--- src/rtl/cpu_pkg.sv ---
// Shared CPU definitions used by the fetch stage.
//   fetch_state_t  : fetch FSM states
//   FAULT_*        : fault cause encodings reported on FAULT_CAUSE
//   NOP_INST       : instruction presented on MEM_INST out of reset (addi x0,x0,0)
package cpu_pkg;

  typedef enum logic [2:0] {
    ST_IDLE  = 3'd0,
    ST_REQ   = 3'd1,
    ST_ISSUE = 3'd2,
    ST_EXEC  = 3'd3,
    ST_FAULT = 3'd4
  } fetch_state_t;

  localparam logic [1:0]  FAULT_NONE     = 2'b00;
  localparam logic [1:0]  FAULT_MISALIGN = 2'b01;
  localparam logic [1:0]  FAULT_TIMEOUT  = 2'b10;

  localparam logic [31:0] NOP_INST = 32'h0000_0013;

  // Instruction words are 4-byte aligned.
  function automatic logic pc_aligned(input logic [1:0] pc_lsb);
    return (pc_lsb == 2'b00);
  endfunction

endpackage

--- src/rtl/fetch_timer.sv ---
// Loadable up-counter with terminal-count compare.
//   clk, rst : clock and synchronous active-high reset
//   load     : restart the count at zero (has priority over en)
//   en       : advance the count by one
//   term     : terminal value to compare against
//   at_term  : high while the current count equals term
module fetch_timer #(
  parameter int W = 8
) (
  input  logic         clk,
  input  logic         rst,
  input  logic         load,
  input  logic         en,
  input  logic [W-1:0] term,
  output logic         at_term
);

  logic [W-1:0] count_reg;

  always_ff @(posedge clk) begin
    if (rst) begin
      count_reg <= '0;
    end else if (load) begin
      count_reg <= '0;
    end else if (en) begin
      count_reg <= count_reg + 1'b1;
    end
  end

  assign at_term = (count_reg == term);

endmodule

--- src/rtl/inst_fetch.sv ---
// Instruction fetch stage feeding the control unit.
// Fetches one 32-bit word at PC_ADDR over a REQ/RDY handshake, presents it on
// MEM_INST with a one-cycle INST_ENB strobe, then idles EXEC_CYCLES cycles
// while the rest of the CPU executes and updates the PC before fetching again.
// Misaligned PCs and memory timeouts latch a sticky fault until RST.
//   CLK, RST               : clock, synchronous active-high reset
//   RUN, PC_ADDR           : fetch enable and current PC
//   IMEM_REQ/ADDR/RDY/RDATA: instruction memory read port
//   MEM_INST, INST_ENB     : fetched instruction and its valid strobe
//   FETCH_BUSY             : fetch activity (not IDLE/FAULT)
//   FAULT, FAULT_CAUSE, FAULT_ADDR : sticky fault status
//   INST_COUNT             : instructions issued (wraps)
// All outputs are registered.
module inst_fetch
  import cpu_pkg::*;
#(
  parameter int ADDR_W      = 32,
  parameter int EXEC_CYCLES = 2,
  parameter int TIMEOUT     = 255
) (
  input  logic              CLK,
  input  logic              RST,
  input  logic              RUN,
  input  logic [ADDR_W-1:0] PC_ADDR,
  output logic              IMEM_REQ,
  output logic [ADDR_W-1:0] IMEM_ADDR,
  input  logic              IMEM_RDY,
  input  logic [31:0]       IMEM_RDATA,
  output logic [31:0]       MEM_INST,
  output logic              INST_ENB,
  output logic              FETCH_BUSY,
  output logic              FAULT,
  output logic [1:0]        FAULT_CAUSE,
  output logic [ADDR_W-1:0] FAULT_ADDR,
  output logic [31:0]       INST_COUNT
);

  // The timer only ever counts to TIMEOUT-1 or EXEC_CYCLES-1.
  localparam int TIMER_MAX = (TIMEOUT > EXEC_CYCLES) ? TIMEOUT : EXEC_CYCLES;
  localparam int TIMER_W   = (TIMER_MAX < 2) ? 1 : $clog2(TIMER_MAX);
  localparam logic [TIMER_W-1:0] TIMEOUT_TERM = TIMER_W'(TIMEOUT - 1);
  localparam logic [TIMER_W-1:0] EXEC_TERM    = TIMER_W'(EXEC_CYCLES - 1);

  fetch_state_t      state_reg, state_next;
  logic              imem_req_reg, imem_req_next;
  logic [ADDR_W-1:0] imem_addr_reg, imem_addr_next;
  logic [31:0]       mem_inst_reg, mem_inst_next;
  logic              inst_enb_reg, inst_enb_next;
  logic              fetch_busy_reg, fetch_busy_next;
  logic              fault_reg, fault_next;
  logic [1:0]        fault_cause_reg, fault_cause_next;
  logic [ADDR_W-1:0] fault_addr_reg, fault_addr_next;
  logic [31:0]       inst_count_reg, inst_count_next;

  logic              transfer;
  logic              pc_ok;
  logic              timer_load;
  logic              timer_en;
  logic              timer_at_term;
  logic [TIMER_W-1:0] timer_term;

  // RDY outside an outstanding request is ignored.
  assign transfer = (state_reg == ST_REQ) && imem_req_reg && IMEM_RDY;
  assign pc_ok    = pc_aligned(PC_ADDR[1:0]);

  // One timer serves both the REQ timeout and the EXEC wait; any state change
  // restarts it so each phase counts from zero.
  assign timer_load = (state_next != state_reg);
  assign timer_en   = ((state_reg == ST_REQ) && !transfer) || (state_reg == ST_EXEC);
  assign timer_term = (state_reg == ST_EXEC) ? EXEC_TERM : TIMEOUT_TERM;

  fetch_timer #(.W(TIMER_W)) u_timer (
    .clk     (CLK),
    .rst     (RST),
    .load    (timer_load),
    .en      (timer_en),
    .term    (timer_term),
    .at_term (timer_at_term)
  );

  // State and output registers.
  always_ff @(posedge CLK) begin
    if (RST) begin
      state_reg       <= ST_IDLE;
      imem_req_reg    <= 1'b0;
      imem_addr_reg   <= '0;
      mem_inst_reg    <= NOP_INST;
      inst_enb_reg    <= 1'b0;
      fetch_busy_reg  <= 1'b0;
      fault_reg       <= 1'b0;
      fault_cause_reg <= FAULT_NONE;
      fault_addr_reg  <= '0;
      inst_count_reg  <= '0;
    end else begin
      state_reg       <= state_next;
      imem_req_reg    <= imem_req_next;
      imem_addr_reg   <= imem_addr_next;
      mem_inst_reg    <= mem_inst_next;
      inst_enb_reg    <= inst_enb_next;
      fetch_busy_reg  <= fetch_busy_next;
      fault_reg       <= fault_next;
      fault_cause_reg <= fault_cause_next;
      fault_addr_reg  <= fault_addr_next;
      inst_count_reg  <= inst_count_next;
    end
  end

  // Next-state logic. RUN dropping during REQ does not abort the transfer.
  always_comb begin
    state_next = state_reg;
    case (state_reg)
      ST_IDLE: begin
        if (RUN) state_next = pc_ok ? ST_REQ : ST_FAULT;
      end
      ST_REQ: begin
        if (transfer)           state_next = ST_ISSUE;
        else if (timer_at_term) state_next = ST_FAULT;
      end
      ST_ISSUE: state_next = ST_EXEC;
      ST_EXEC: begin
        // PC is sampled on the last EXEC cycle, after the CU has updated it.
        if (timer_at_term) begin
          if (RUN) state_next = pc_ok ? ST_REQ : ST_FAULT;
          else     state_next = ST_IDLE;
        end
      end
      ST_FAULT: state_next = ST_FAULT;
      default:  state_next = ST_IDLE;
    endcase
  end

  // Output-register next values, derived from the transition being taken.
  always_comb begin
    imem_req_next    = imem_req_reg;
    imem_addr_next   = imem_addr_reg;
    mem_inst_next    = mem_inst_reg;
    inst_enb_next    = inst_enb_reg;
    fault_next       = fault_reg;
    fault_cause_next = fault_cause_reg;
    fault_addr_next  = fault_addr_reg;
    inst_count_next  = inst_count_reg;
    fetch_busy_next  = (state_next != ST_IDLE) && (state_next != ST_FAULT);

    if ((state_next == ST_REQ) && (state_reg != ST_REQ)) begin
      imem_req_next  = 1'b1;
      imem_addr_next = PC_ADDR;
    end

    if (transfer) begin
      mem_inst_next   = IMEM_RDATA;
      imem_req_next   = 1'b0;
      inst_enb_next   = 1'b1;
      inst_count_next = inst_count_reg + 32'd1;
    end

    if (state_reg == ST_ISSUE) begin
      inst_enb_next = 1'b0;
    end

    if ((state_next == ST_FAULT) && (state_reg != ST_FAULT)) begin
      fault_next    = 1'b1;
      imem_req_next = 1'b0;
      inst_enb_next = 1'b0;
      if (state_reg == ST_REQ) begin
        fault_cause_next = FAULT_TIMEOUT;
        fault_addr_next  = imem_addr_reg;
      end else begin
        fault_cause_next = FAULT_MISALIGN;
        fault_addr_next  = PC_ADDR;
      end
    end
  end

  assign IMEM_REQ    = imem_req_reg;
  assign IMEM_ADDR   = imem_addr_reg;
  assign MEM_INST    = mem_inst_reg;
  assign INST_ENB    = inst_enb_reg;
  assign FETCH_BUSY  = fetch_busy_reg;
  assign FAULT       = fault_reg;
  assign FAULT_CAUSE = fault_cause_reg;
  assign FAULT_ADDR  = fault_addr_reg;
  assign INST_COUNT  = inst_count_reg;

endmodule
--- config.mk ---
export PLATFORM = sky130hd
export DESIGN_NAME = inst_fetch
export DESIGN_NICKNAME = d
export VERILOG_FILES = /design/src/rtl/cpu_pkg.sv /design/src/rtl/fetch_timer.sv /design/src/rtl/inst_fetch.sv
export SDC_FILE = /design/constraint.sdc
export NUM_CORES = 1
export LEC_CHECK = 0
export BUFFER_PORTS_ARGS = -buffer_cell sky130_fd_sc_hd__buf_4
export CORE_MARGIN = 2
export CORE_UTILIZATION = 46
export CTS_BUF_LIST = sky130_fd_sc_hd__clkbuf_16
export CTS_CLUSTER_SIZE = 40
export DETAILED_ROUTE_END_ITERATION = 10
export MAX_ROUTING_LAYER = met4
export PLACE_DENSITY = 0.76
export SLEW_MARGIN = 5
export SYNTH_ARGS = -nofsm -noshare
export SYNTH_HDL_FRONTEND = slang
export SYNTH_SLANG_ARGS = --single-unit
--- constraint.sdc ---
create_clock -name CLK -period 2.15 [get_ports CLK]
set_clock_uncertainty 0.05 [all_clocks]
set_input_delay 0.215 -clock CLK [delete_from_list [all_inputs] [get_ports CLK]]
set_output_delay 0.215 -clock CLK [all_outputs]
set_load 0.02 [all_outputs]
After elaboration in Yosys (flattened, before gate mapping)
Cells that the tools add are included.
{"block": "word_totals", "ramBits": 0, "memories": 0, "out_inout_bits": 134, "in_bits": 68, "elab_cells": 48, "mem_bits_ro": 0, "latchBits": 0, "register_bits": 145}
{"block": "classes", "reduce_logical": 14, "n_mul": 0, "n_bitwise": 0, "addsub": 2, "shifts": 0, "eq_ne": 11, "n_div": 0, "mux": 10, "order_cmp": 0}
{"op": "$add A32 B1 Y32 const B", "n": 1}
{"op": "$mux W32", "n": 1}
{"op": "$mux W3", "n": 6}
{"op": "$pmux W3 S5", "n": 1}
{"op": "$add A8 B1 Y8 const B", "n": 1}
{"op": "$eq A8 B8 Y1", "n": 1}
{"op": "$mux W8", "n": 1}
{"op": "$eq A3 B1 Y1 const B", "n": 2}
{"op": "$eq A3 B2 Y1 const B", "n": 2}
{"op": "$eq A3 B3 Y1 const B", "n": 2}
{"op": "$logic_and A1 B1 Y1", "n": 6}
{"op": "$ne A3 B3 Y1 const B", "n": 2}
{"op": "$reduce_or A3 Y1", "n": 2}
{"op": "$logic_not A3 Y1", "n": 1}
{"op": "$ne A3 B1 Y1 const B", "n": 1}
{"op": "$ne A3 B3 Y1", "n": 1}
{"op": "$reduce_bool A3 Y1", "n": 1}
{"op": "$logic_not A2 Y1", "n": 1}
{"op": "$mux W2", "n": 1}
{"op": "$reduce_or A2 Y1", "n": 1}
{"op": "$logic_not A1 Y1", "n": 1}
{"op": "$logic_or A1 B1 Y1", "n": 1}

Longest topological paths before layout
Gate-level depths: netlist of the first run.
{"block": "depth", "ltp_word": 9, "ltp_mapped": 9, "mapped_depth_nobuf": 5}

Hierarchy
From an unflattened synthesis of the first run, not the netlist that was laid out.
{"block": "unflattened", "hier_cells": 721, "area_unflattened_um2": 6140.9}
{"mod": "inst_fetch", "seq_area_each_um2": 2742.6, "area_per_inst_um2": 5708.0, "n_inst": 1, "cells_per_inst": 671}
{"mod": "fetch_timer", "seq_area_each_um2": 160.2, "area_per_inst_um2": 432.9, "n_inst": 1, "cells_per_inst": 50}

Least setup slack after synthesis of the first run
Ideal clock, no wire load.
{"block": "synth_path", "path_type": "flip-flop to flip-flop", "startpoint": "register state_reg[2]", "endpoint": "register imem_addr_reg[10], in the netlist IMEM_ADDR[10]", "t_arrival_ps": 1947, "stages_incl_launch_ff": 9, "synth_period_minus_slack_ps": 2068, "slack_ps": 82, "n_path_buf": 3, "setup_ps": 72, "t_required_ps": 2028, "path_cell_list": "dfxtp_1 -> buf_6 -> or3b_1 -> buf_6 -> nor2_4 -> nand2_1 -> a311oi_4 -> buf_6 -> mux2i_1"}
{"block": "synth_via", "elab_chain_len": 8, "word_cells_on_any_way": 17, "classes_between": "7 x eq/ne; 6 x mux; 4 x reduce/logical"}
{"item": "from (decl)", "line_no": "inst_fetch.sv:44", "text": "fetch_state_t state_reg, state_next;"}
{"item": "from (signal assigned)", "line_no": "inst_fetch.sv:95", "text": "state_reg <= state_next;"}
{"item": "$eq A3 B2 Y1", "line_no": "inst_fetch.sv:70, inst_fetch.sv:111"}
{"item": "$mux W8", "line_no": "inst_fetch.sv:70", "text": "assign timer_term = (state_reg == ST_EXEC) ? EXEC_TERM : TIMEOUT_TERM;"}
{"item": "$eq A8 B8 Y1", "line_no": "fetch_timer.sv:30", "text": "assign at_term = (count_reg == term);"}
{"item": "$mux W3", "line_no": "inst_fetch.sv:117", "text": "else if (timer_at_term) state_next = ST_FAULT;"}
{"item": "$mux W3", "line_no": "inst_fetch.sv:116", "text": "if (transfer) state_next = ST_ISSUE;"}
{"item": "$pmux W3 S5", "line_no": "inst_fetch.sv:111", "text": "case (state_reg)"}
{"item": "$eq A3 B1 Y1", "line_no": "inst_fetch.sv:144", "text": "if ((state_next == ST_REQ) && (state_reg != ST_REQ)) begin"}
{"item": "$logic_and A1 B1 Y1 *", "line_no": "inst_fetch.sv:144"}
{"item": "to (signal assigned)", "line_no": "inst_fetch.sv:97", "text": "imem_addr_reg <= imem_addr_next;"}
{"item": "to (decl)", "line_no": "inst_fetch.sv:46", "text": "logic [ADDR_W-1:0] imem_addr_reg, imem_addr_next;"}
Mark *: on every way between the ends. The rest lies on a longest branch, timed or not.
A chain may end at the register's enable or synchronous reset.

Final worst setup path of the first run
{"block": "layout_path", "startpoint": "register u_timer.count_reg[4]", "endpoint": "register imem_req_reg, in the netlist IMEM_REQ"}
{"block": "layout_via", "elab_chain_len": 7, "word_cells_on_any_way": 10, "classes_between": "3 x eq/ne; 4 x mux; 3 x reduce/logical"}
{"item": "from (decl)", "line_no": "fetch_timer.sv:18", "text": "logic [W-1:0] count_reg;"}
{"item": "from (signal assigned)", "line_no": "fetch_timer.sv:26", "text": "count_reg <= count_reg + 1'b1;"}
{"item": "$eq A8 B8 Y1 *", "line_no": "fetch_timer.sv:30"}
{"item": "$mux W3", "line_no": "inst_fetch.sv:117"}
{"item": "$mux W3", "line_no": "inst_fetch.sv:116"}
{"item": "$pmux W3 S5 *", "line_no": "inst_fetch.sv:111"}
{"item": "$eq A3 B3 Y1", "line_no": "inst_fetch.sv:160", "text": "if ((state_next == ST_FAULT) && (state_reg != ST_FAULT)) begin"}
{"item": "$logic_and A1 B1 Y1", "line_no": "inst_fetch.sv:160"}
{"item": "$reduce_or A3 Y1 (no line)"}
{"item": "to (signal assigned)", "line_no": "inst_fetch.sv:96", "text": "imem_req_reg <= imem_req_next;"}
{"item": "to (decl)", "line_no": "inst_fetch.sv:45", "text": "logic imem_req_reg, imem_req_next;"}
Marks and branches as above.

==> results of run 1 <==
[cell type report]
cell class / instances / area (um2)
Inverter: 6 / 22.5
Tap cell: 176 / 220
Sequential cell: 145 / 2910
Timing Repair Buffer: 284 / 2320
Fill cell: 1061 / 4130
Multi-Input combinational cell: 532 / 3090
Clock buffer: 17 / 425
Clock inverter: 11 / 80.1
[kinds of logic (layout without fill, tap and decap cells)]
kind of cell	after synthesis	after routing	synth area share
and+or+nand+nor	325	325	0.244
AOI/OAI and AO/OA	152	152	0.159
DFF	145	145	0.468
buffers and inverters	59	318	0.0450
muxes	30	30	0.0484
xor gates and xnor gates	23	23	0.0325
adders and majority gates	2	2	0.00403
[metrics by stage]
stage / instances / hold slack [ns] / power, mW / setup TNS [ns] / area [um2]
after floorplan: 736 / 0.289 / 3.26 / 0 / 6210
after global placement: 1108 / 0.373 / 3.61 / -0.604 / 8120
after detailed placement: 1108 / 0.376 / 3.61 / -1.08 / 8120
after CTS: 1164 / 0.000233 / 6.23 / -0.0411 / 8900
after global routing: 1171 / 0.00522 / 6.46 / -1.31 / 9060
final: 1171 / 0.0116 / 6.21 / -0.00616 / 9060
[per-layer routing]
layer  vias to the layer above  global-route usage  share of wire
met5                         -                   -              0
met4                         0              0.0934          0.019
li1                       3083                   -              -
met2                       232               0.390           0.46
met1                      2955               0.321           0.43
met3                        27              0.0789          0.085
[Yosys cell counts, types with 2 or more instances]
library cell / number / area [um2]
nand2_1: 212 / 796
inv_1: 4 / 15.0
nor3b_1: 3 / 22.5
nor3_1: 8 / 40.0
xnor2_1: 11 / 96.3
and2_1: 6 / 37.5
and3_1: 5 / 31.3
nor4_1: 6 / 37.5
a21oi_1: 81 / 405
nor2_1: 22 / 82.6
o21ai_0: 15 / 75.1
o21a_1: 2 / 15.0
o31ai_1: 4 / 30.0
a2111oi_0: 2 / 17.5
and4_1: 5 / 43.8
or3b_1: 2 / 17.5
nand4_1: 14 / 87.6
a31oi_1: 2 / 12.5
mux2i_1: 30 / 300
buf_2: 13 / 65.1
o211a_1: 2 / 20.0
nand3_1: 16 / 80.1
or3_1: 12 / 75.1
xor2_1: 12 / 105
ha_1: 2 / 25.0
clkbuf_1: 34 / 128
buf_6: 5 / 56.3
nand4b_1: 3 / 26.3
a311oi_1: 32 / 280
dfxtp_1: 145 / 2900
[worst max-delay path, delay by kind of cell, from the launching register on]
| kind | cells | cell delay, ns |
|---|---|---|
| flip-flops | 1 | 0.35 |
| AND/OR/NAND/NOR | 2 | 0.74 |
| AO/OA/AOI/OAI | 3 | 0.52 |
| buffers and inverters | 3 | 0.38 |
[worst min path at each step]
stage              startpoint  cells past startpoint            end
2_1_floorplan   IMEM_RDATA[0]                      2    MEM_INST[0]
3_3_place_gp    IMEM_RDATA[0]                      3    MEM_INST[0]
3_5_place_dp    IMEM_RDATA[0]                      3    MEM_INST[0]
4_1_cts        IMEM_RDATA[17]                      3   MEM_INST[17]
5_1_grt           PC_ADDR[23]                      3  IMEM_ADDR[23]
6_report       IMEM_RDATA[17]                      3   MEM_INST[17]
[repair_timing]
item                       CTS  global route
hold endpoints to repair    25             1
setup buffers                3             4
gates cloned                 0             2
pin swaps                    1             7
setup endpoints to repair   29            90
hold buffers                25             1
resized for setup            1            24
[report_power, final]
part           internal [mW]  switching [mW]
Sequential              2.77          0.0501
Combinational          0.374           0.432
Clock                   1.53            1.05
Total                   4.68            1.53
==> impl_metrics.ini, run 1 <==
[status]
status = finished with violations
violations = setup timing

[synthesis]
ys_dominant_reg_cell = dfxtp_1
synth_area_um2 = 6210
yosysWarnings = 0
seq_area_frac_synth = 0.468
synth_edf_count = 0
yosys_register_bits = 145
synth_nets = 806
synth_cells = 736
ys_types = 56
async_flop_share = 0
avgSynthCellArea_um2 = 8.43

[grt]
grt_overflow = 0
antenna_found_initial = 0
grt_max_degree = 57
grt_pass1_wl_um = 28900
gr-usage-all-layers = 0.256
grt_pass1_vias = 5898

[floorplanning]
core_area_um2 = 13200
die_w_um = 120
start_util = 0.470
rows = 42
die_h_um = 120
ios = 202
dieArea_um2 = 14400

[layout]
n_antenna_cell = 0
nets = 1056
layout_common_cells = buf_4 (243), nand2_1 (212), dfxtp_1 (140), a21oi_1 (81), a311oi_1 (32)
fin_util = 0.687
area_growth_pct = 46.0
drive_above_1_share = 0.313
layout_commonest_cell = buf_4

[clocking]
clock-root-buffer = clkbuf_16
cts_tree = built
numClockSinks = 145
path_clk_slew_ns = 0.06
clk-insertion-delay-late_ns = 0.41
cts_max_path_buffers = 2
numCtsBuffers = 17
cts_max_level = 4

[detailed_routing]
drtIter0Drc = 393
final_antenna_net_count = 0
wl_um = 18300
drt_pass1_iterations = 5
avgViaCountPerCell = 5.38
drc_errors = 0
vias = 6297
wl_per_cell_um = 15.6

[critical_path]
end_kind = register
worst_r2r_startpoint = u_timer.count_reg[4]
worstSetupPathType = register to register
cp-start-kind = register
r2r-end = IMEM_REQ
required_ns = 2.41
startpoint = u_timer.count_reg[4]
max_stage_delay_ns = 0.59
crit_path_frequent_cell = buf_6
r2r_cells = 8
crit_end = IMEM_REQ
cp_cell_sequence = buf_6, nand4_1, or4b_4, a22oi_2, a311oi_4, buf_6, buf_6, o211a_1
cp_slowest_cell = or4b_4
rrSetupSlack_ns = -0.004
worstPathMaxFanout = 4
arrival_ns = 2.41

[place]
port-buffer-count = 201
hpwl_um = 11900
dpl_worst_slack_ns = -0.0642
gp_congestion = 0.859

[timing]
fin_ws_ns = -0.00382
drv_slew = 0
worst_pin_slew_ns = 0.590
rsz0062_at_grt = true
hold_viol = 0
relSlewSlack = 0.607
setup_viol = 2
finalCriticalPeriod_ns = 2.15
fmax_ghz = 0.464
fin_crit_sh = 1.00

[power_and_ir_drop]
leakage_nw = 3.73
p_per_area_nw_per_um2 = 685
irDropWorstVdd_mv = 0.608

[flow_run]
maxCapViolations = 0

[worst_hold_path]
hold_path.class = input port to register
No activity file was read; power rests on OpenSTA's default activity.
==> run 2, diff against run 1 <==
--- a/config.mk
+++ b/config.mk
@@ -7,5 +7,5 @@
 export LEC_CHECK = 0
 export BUFFER_PORTS_ARGS = -buffer_cell sky130_fd_sc_hd__buf_4
-export CORE_MARGIN = 2
+export CORE_MARGIN = 8
 export CORE_UTILIZATION = 46
 export CTS_BUF_LIST = sky130_fd_sc_hd__clkbuf_16
--- a/constraint.sdc
+++ b/constraint.sdc
@@ -3,3 +3,3 @@
 set_input_delay 0.215 -clock CLK [delete_from_list [all_inputs] [get_ports CLK]]
 set_output_delay 0.215 -clock CLK [all_outputs]
-set_load 0.02 [all_outputs]
+set_load 0.01 [all_outputs]
==> impl_metrics.ini, run 2 (same netlist as run 1, synthesis figures left out) <==
[status]
status = finished with violations
violations = setup timing

[worst_hold_path]
hold_depth = 3
hold_path.class = input port to register

[layout]
layout_commonest_cell = buf_4
fin_area_um2 = 9240
nets = 1070
area_growth_pct = 48.9
drive_above_1_share = 0.314
layout_common_cells = buf_4 (252), nand2_1 (212), dfxtp_1 (141), a21oi_1 (81), dlygate4sd3_1 (33)
fin_util = 0.700

[timing]
finalCriticalPeriod_ns = 2.20
drv_slew = 0
relSlewSlack = 0.693
fin_crit_sh = 1.02
fmax_ghz = 0.455
worst_pin_slew_ns = 0.460
setup_viol = 3
rsz0062_at_grt = true
fin_ws_ns = -0.0481
holdWs_ns = 0.00843
hold_viol = 0

[clocking]
clock-root-buffer = clkbuf_16
path_clk_slew_ns = 0.06
numClockSinks = 145
cts_max_path_buffers = 2
clk-insertion-delay-late_ns = 0.42
cts_max_level = 4
numCtsBuffers = 17
cts_tree = built

[critical_path]
required_ns = 2.43
cp-start-kind = register
r2r_cells = 8
end_kind = register
cp_cell_sequence = buf_6, nand4_1, or4b_4, a22oi_2, a311oi_4, buf_4, buf_8, mux2i_1
arrival_ns = 2.48
max_stage_delay_ns = 0.60
cp_slowest_cell = or4b_4
worstPathMaxFanout = 7
worstSetupPathType = register to register

[detailed_routing]
vias = 6477
drt_pass1_iterations = 5
wl_um = 20300
wl_per_cell_um = 17.1
drc_errors = 0
avgViaCountPerCell = 5.46
final_antenna_net_count = 0
drtIter0Drc = 463

[place]
hpwl_um = 13300
placed_cell_area_um2 = 8110
gp_congestion = 0.816
dpl_worst_slack_ns = -0.0281
port-buffer-count = 201

[grt]
grt_pass1_vias = 6177
grt_max_degree = 55
gr-usage-all-layers = 0.225
grt_pass1_wl_um = 31600
antenna_found_initial = 1
grt_overflow = 0

[power_and_ir_drop]
p_total_mw = 6.33
irDropWorstVdd_mv = 0.500
leakage_nw = 3.82
p_per_area_nw_per_um2 = 685

[floorplanning]
dieArea_um2 = 17500
die_w_um = 132
core_area_um2 = 13200
die_h_um = 132
rows = 42
ios = 202
start_util = 0.470

[flow_run]
maxCapViolations = 0
==> run 2: cell types whose count changed in the layout (fill, tap and decap cells not counted), moves of 2 or more <==
cell,previous run,this run
buf_4,243,252
dlygate4sd3_1,26,33
buf_6,6,3
a2111oi_0,0,2
dfxtp_2,5,3
==> run 2: final cells by class <==
class,count,area [um2]
clock inverters,12,106
multi-input cells,532,3080
well taps,176,220
inverters,6,22.5
fillers,1056,3950
flip-flops and latches,145,2910
diodes,1,2.50
repair buffers,298,2470
clock buffers,17,425
==> run 2: path summary, 6_finish.rpt <==
kind | startpoint | endpoint | slack [ns]
min reg2reg | MEM_INST[21] | MEM_INST[21] | 0.40
max reg2reg | u_timer.count_reg[4] | IMEM_ADDR[24] | -0.05
max | u_timer.count_reg[4] | IMEM_ADDR[24] | -0.05
min | PC_ADDR[31] | IMEM_ADDR[31] | 0.008
==> run 2: critical path, delay by kind of cell, from the launching register on <==
kind	cells	cell delay, ns
AO/OA/AOI/OAI	2	0.34
buffers and inverters	3	0.42
flip-flops	1	0.33
multiplexers	1	0.19
AND/OR/NAND/NOR	2	0.78
==> run 2: what timing repair did <==
| action | 4_1_cts | 5_1_grt |
|---|---|---|
| gates resized for setup | 8 | 12 |
| setup endpoints to repair | 25 | 53 |
| setup buffers | 5 | 10 |
| endpoints found under the hold margin | 33 | 0 |
| pin swaps | 8 | 7 |
| hold buffers | 33 | 0 |
| cloned | 1 | 1 |
==> run 2: metal layers <==
layer	part of all wire	track usage
met5	0	-
met4	0.018	0.0740
met3	0.093	0.0800
met2	0.46	0.346
met1	0.43	0.270
==> run 2: metrics by stage <==
step | setup TNS [ns] | instances
CTS | 0 | 1175
finish | -0.0751 | 1187
global placement | 0 | 1108
floorplan | 0 | 736
global route | -2.35 | 1187
detailed placement | -0.135 | 1108
==> run 2: power by group <==
group	switching (mW)	leakage [nW]	total [mW]	internal (mW)
Clock	1.07	0.276	2.72	1.65
Sequential	0.0571	1.18	2.83	2.77
Combinational	0.389	2.37	0.779	0.391
==> run 3, diff against run 2 <==
Settings changed: REMOVE_ABC_BUFFERS from default to 1.
==> impl_metrics.ini, run 3 (same netlist as run 1, synthesis figures left out) <==
[detailed_routing]
final_antenna_net_count = 0
avgViaCountPerCell = 5.32
vias = 6257
drc_errors = 0
wl_met2_um = 9270
wl_met3_um = 1670
drt_pass1_iterations = 5
wl_um = 19800
wl_met1_um = 8560
wl_per_cell_um = 16.8
top_layer_used = met4
drtIter0Drc = 384

[clocking]
cts_max_level = 4
clk-insertion-delay-late_ns = 0.41
cts_max_path_buffers = 2
cts_tree = built
numCtsBuffers = 17
numClockSinks = 145
path_clk_slew_ns = 0.06
clock-root-buffer = clkbuf_16

[critical_path]
required_ns = 2.40
max_stage_delay_ns = 0.59
cp_cell_sequence = nand4_1, or4b_4, a22oi_2, a311oi_4, buf_12, buf_4, mux2i_1
end_kind = register
cp_slowest_cell = or4b_4
rrSetupSlack_ns = 0.08
worstSetupPathType = register to register
cp-start-kind = register
worstPathMaxFanout = 6
arrival_ns = 2.32

[power_and_ir_drop]
p_per_area_nw_per_um2 = 698
irDropWorstVdd_mv = 0.523
leakage_nw = 3.72
p_total_mw = 6.36

[floorplanning]
die_w_um = 132
rows = 42
ios = 202
start_util = 0.470
dieArea_um2 = 17500
die_h_um = 132
core_area_um2 = 13200

[timing]
hold_viol = 0
fin_ws_ns = 0.0791
finalSetupTns_ns = 0
fin_crit_sh = 0.963
setup_viol = 0
drv_slew = 0
rsz0062_at_grt = true
relSlewSlack = 0.689
fmax_ghz = 0.483
holdWs_ns = 0.0157
worst_pin_slew_ns = 0.467
finalCriticalPeriod_ns = 2.07

[place]
dpl_worst_slack_ns = 0.0315
hpwl_um = 13300
port-buffer-count = 201
place_inst = 1101
gp_congestion = 0.892

[layout]
layout_common_cells = buf_4 (236), nand2_1 (212), dfxtp_1 (141), a21oi_1 (81), dlygate4sd3_1 (41)
drive_above_1_share = 0.292
finalNonFillerCells = 1176
n_antenna_cell = 0
n_fill_cell = 1048
layout_commonest_cell = buf_4
nets = 1058
area_growth_pct = 46.7

[grt]
grt_pass1_wl_um = 31400
grt_pass1_vias = 6062
grt_max_degree = 64
gr-usage-all-layers = 0.225
antenna_found_initial = 0
grt_overflow = 0

[flow_run]
maxCapViolations = 0

[status]
status = complete, no violations

[worst_hold_path]
hold_path.class = input port to register
-- run 3: cell types whose count changed in the layout (fill, tap and decap cells not counted), moves of 2 or more --
| cell | change |
|---|---|
| dlygate4sd3_1 | +8 |
| clkinv_2 | -2 |
| clkinv_1 | +2 |
| buf_6 | -2 |
| buf_4 | -16 |
| inv_1 | -2 |
| clkinvlp_4 | +4 |
-- run 3: metal layers --
layer / vias up / GRT usage
met5: - / -
met4: 0 / 0.0721
met3: 28 / 0.0758
met2: 252 / 0.358
met1: 2899 / 0.262
li1: 3078 / -
-- run 3: worst paths after layout --
kind	cells after the start	end	startpoint
hold reg to reg	2	MEM_INST[12]	MEM_INST[12]
setup reg to reg	7	IMEM_ADDR[30]	u_timer.count_reg[4]
setup / recovery	7	IMEM_ADDR[30]	u_timer.count_reg[4]
hold / removal	3	IMEM_ADDR[3]	PC_ADDR[3]
-- run 3: through the flow --
stage	util	cell area [um2]
after floorplan	-	5950
after global placement	0.612	8070
after detailed placement	0.612	8070
after CTS	0.685	9030
after global routing	0.690	9100
final	0.690	9100
-- run 3: report_power, final --
part	internal [mW]	switching (mW)	total, mW
registers	2.77	0.0553	2.83
clock network	1.67	1.11	2.78
logic	0.377	0.372	0.750
total	4.82	1.54	6.36
-- run 3: final cells by class --
type                            instances  area [um2]  area share
Clock inverter                         14         126      0.0139
Clock buffer                           17         425      0.0467
Sequential cell                       145        2910       0.319
Tap cell                              176         220      0.0242
Timing Repair Buffer                  286        2360       0.259
Multi-Input combinational cell        532        3040       0.334
Inverter                                6        22.5     0.00247
-- run 3: worst max-delay path: cells and delay by family (launching register included) --
family,cells,cell delay [ns]
buffers and inverters,2,0.33
AO/OA/AOI/OAI,2,0.30
AND/OR/NAND/NOR,2,0.78
flip-flops,1,0.39
multiplexers,1,0.12
-- run 3: repair_timing --
item                       4_1_cts  5_1_grt
buffers inserted                 0        1
setup endpoints to repair        0       61
hold endpoints to repair        41        0
gates resized for setup          0        6
hold buffers                    41        0
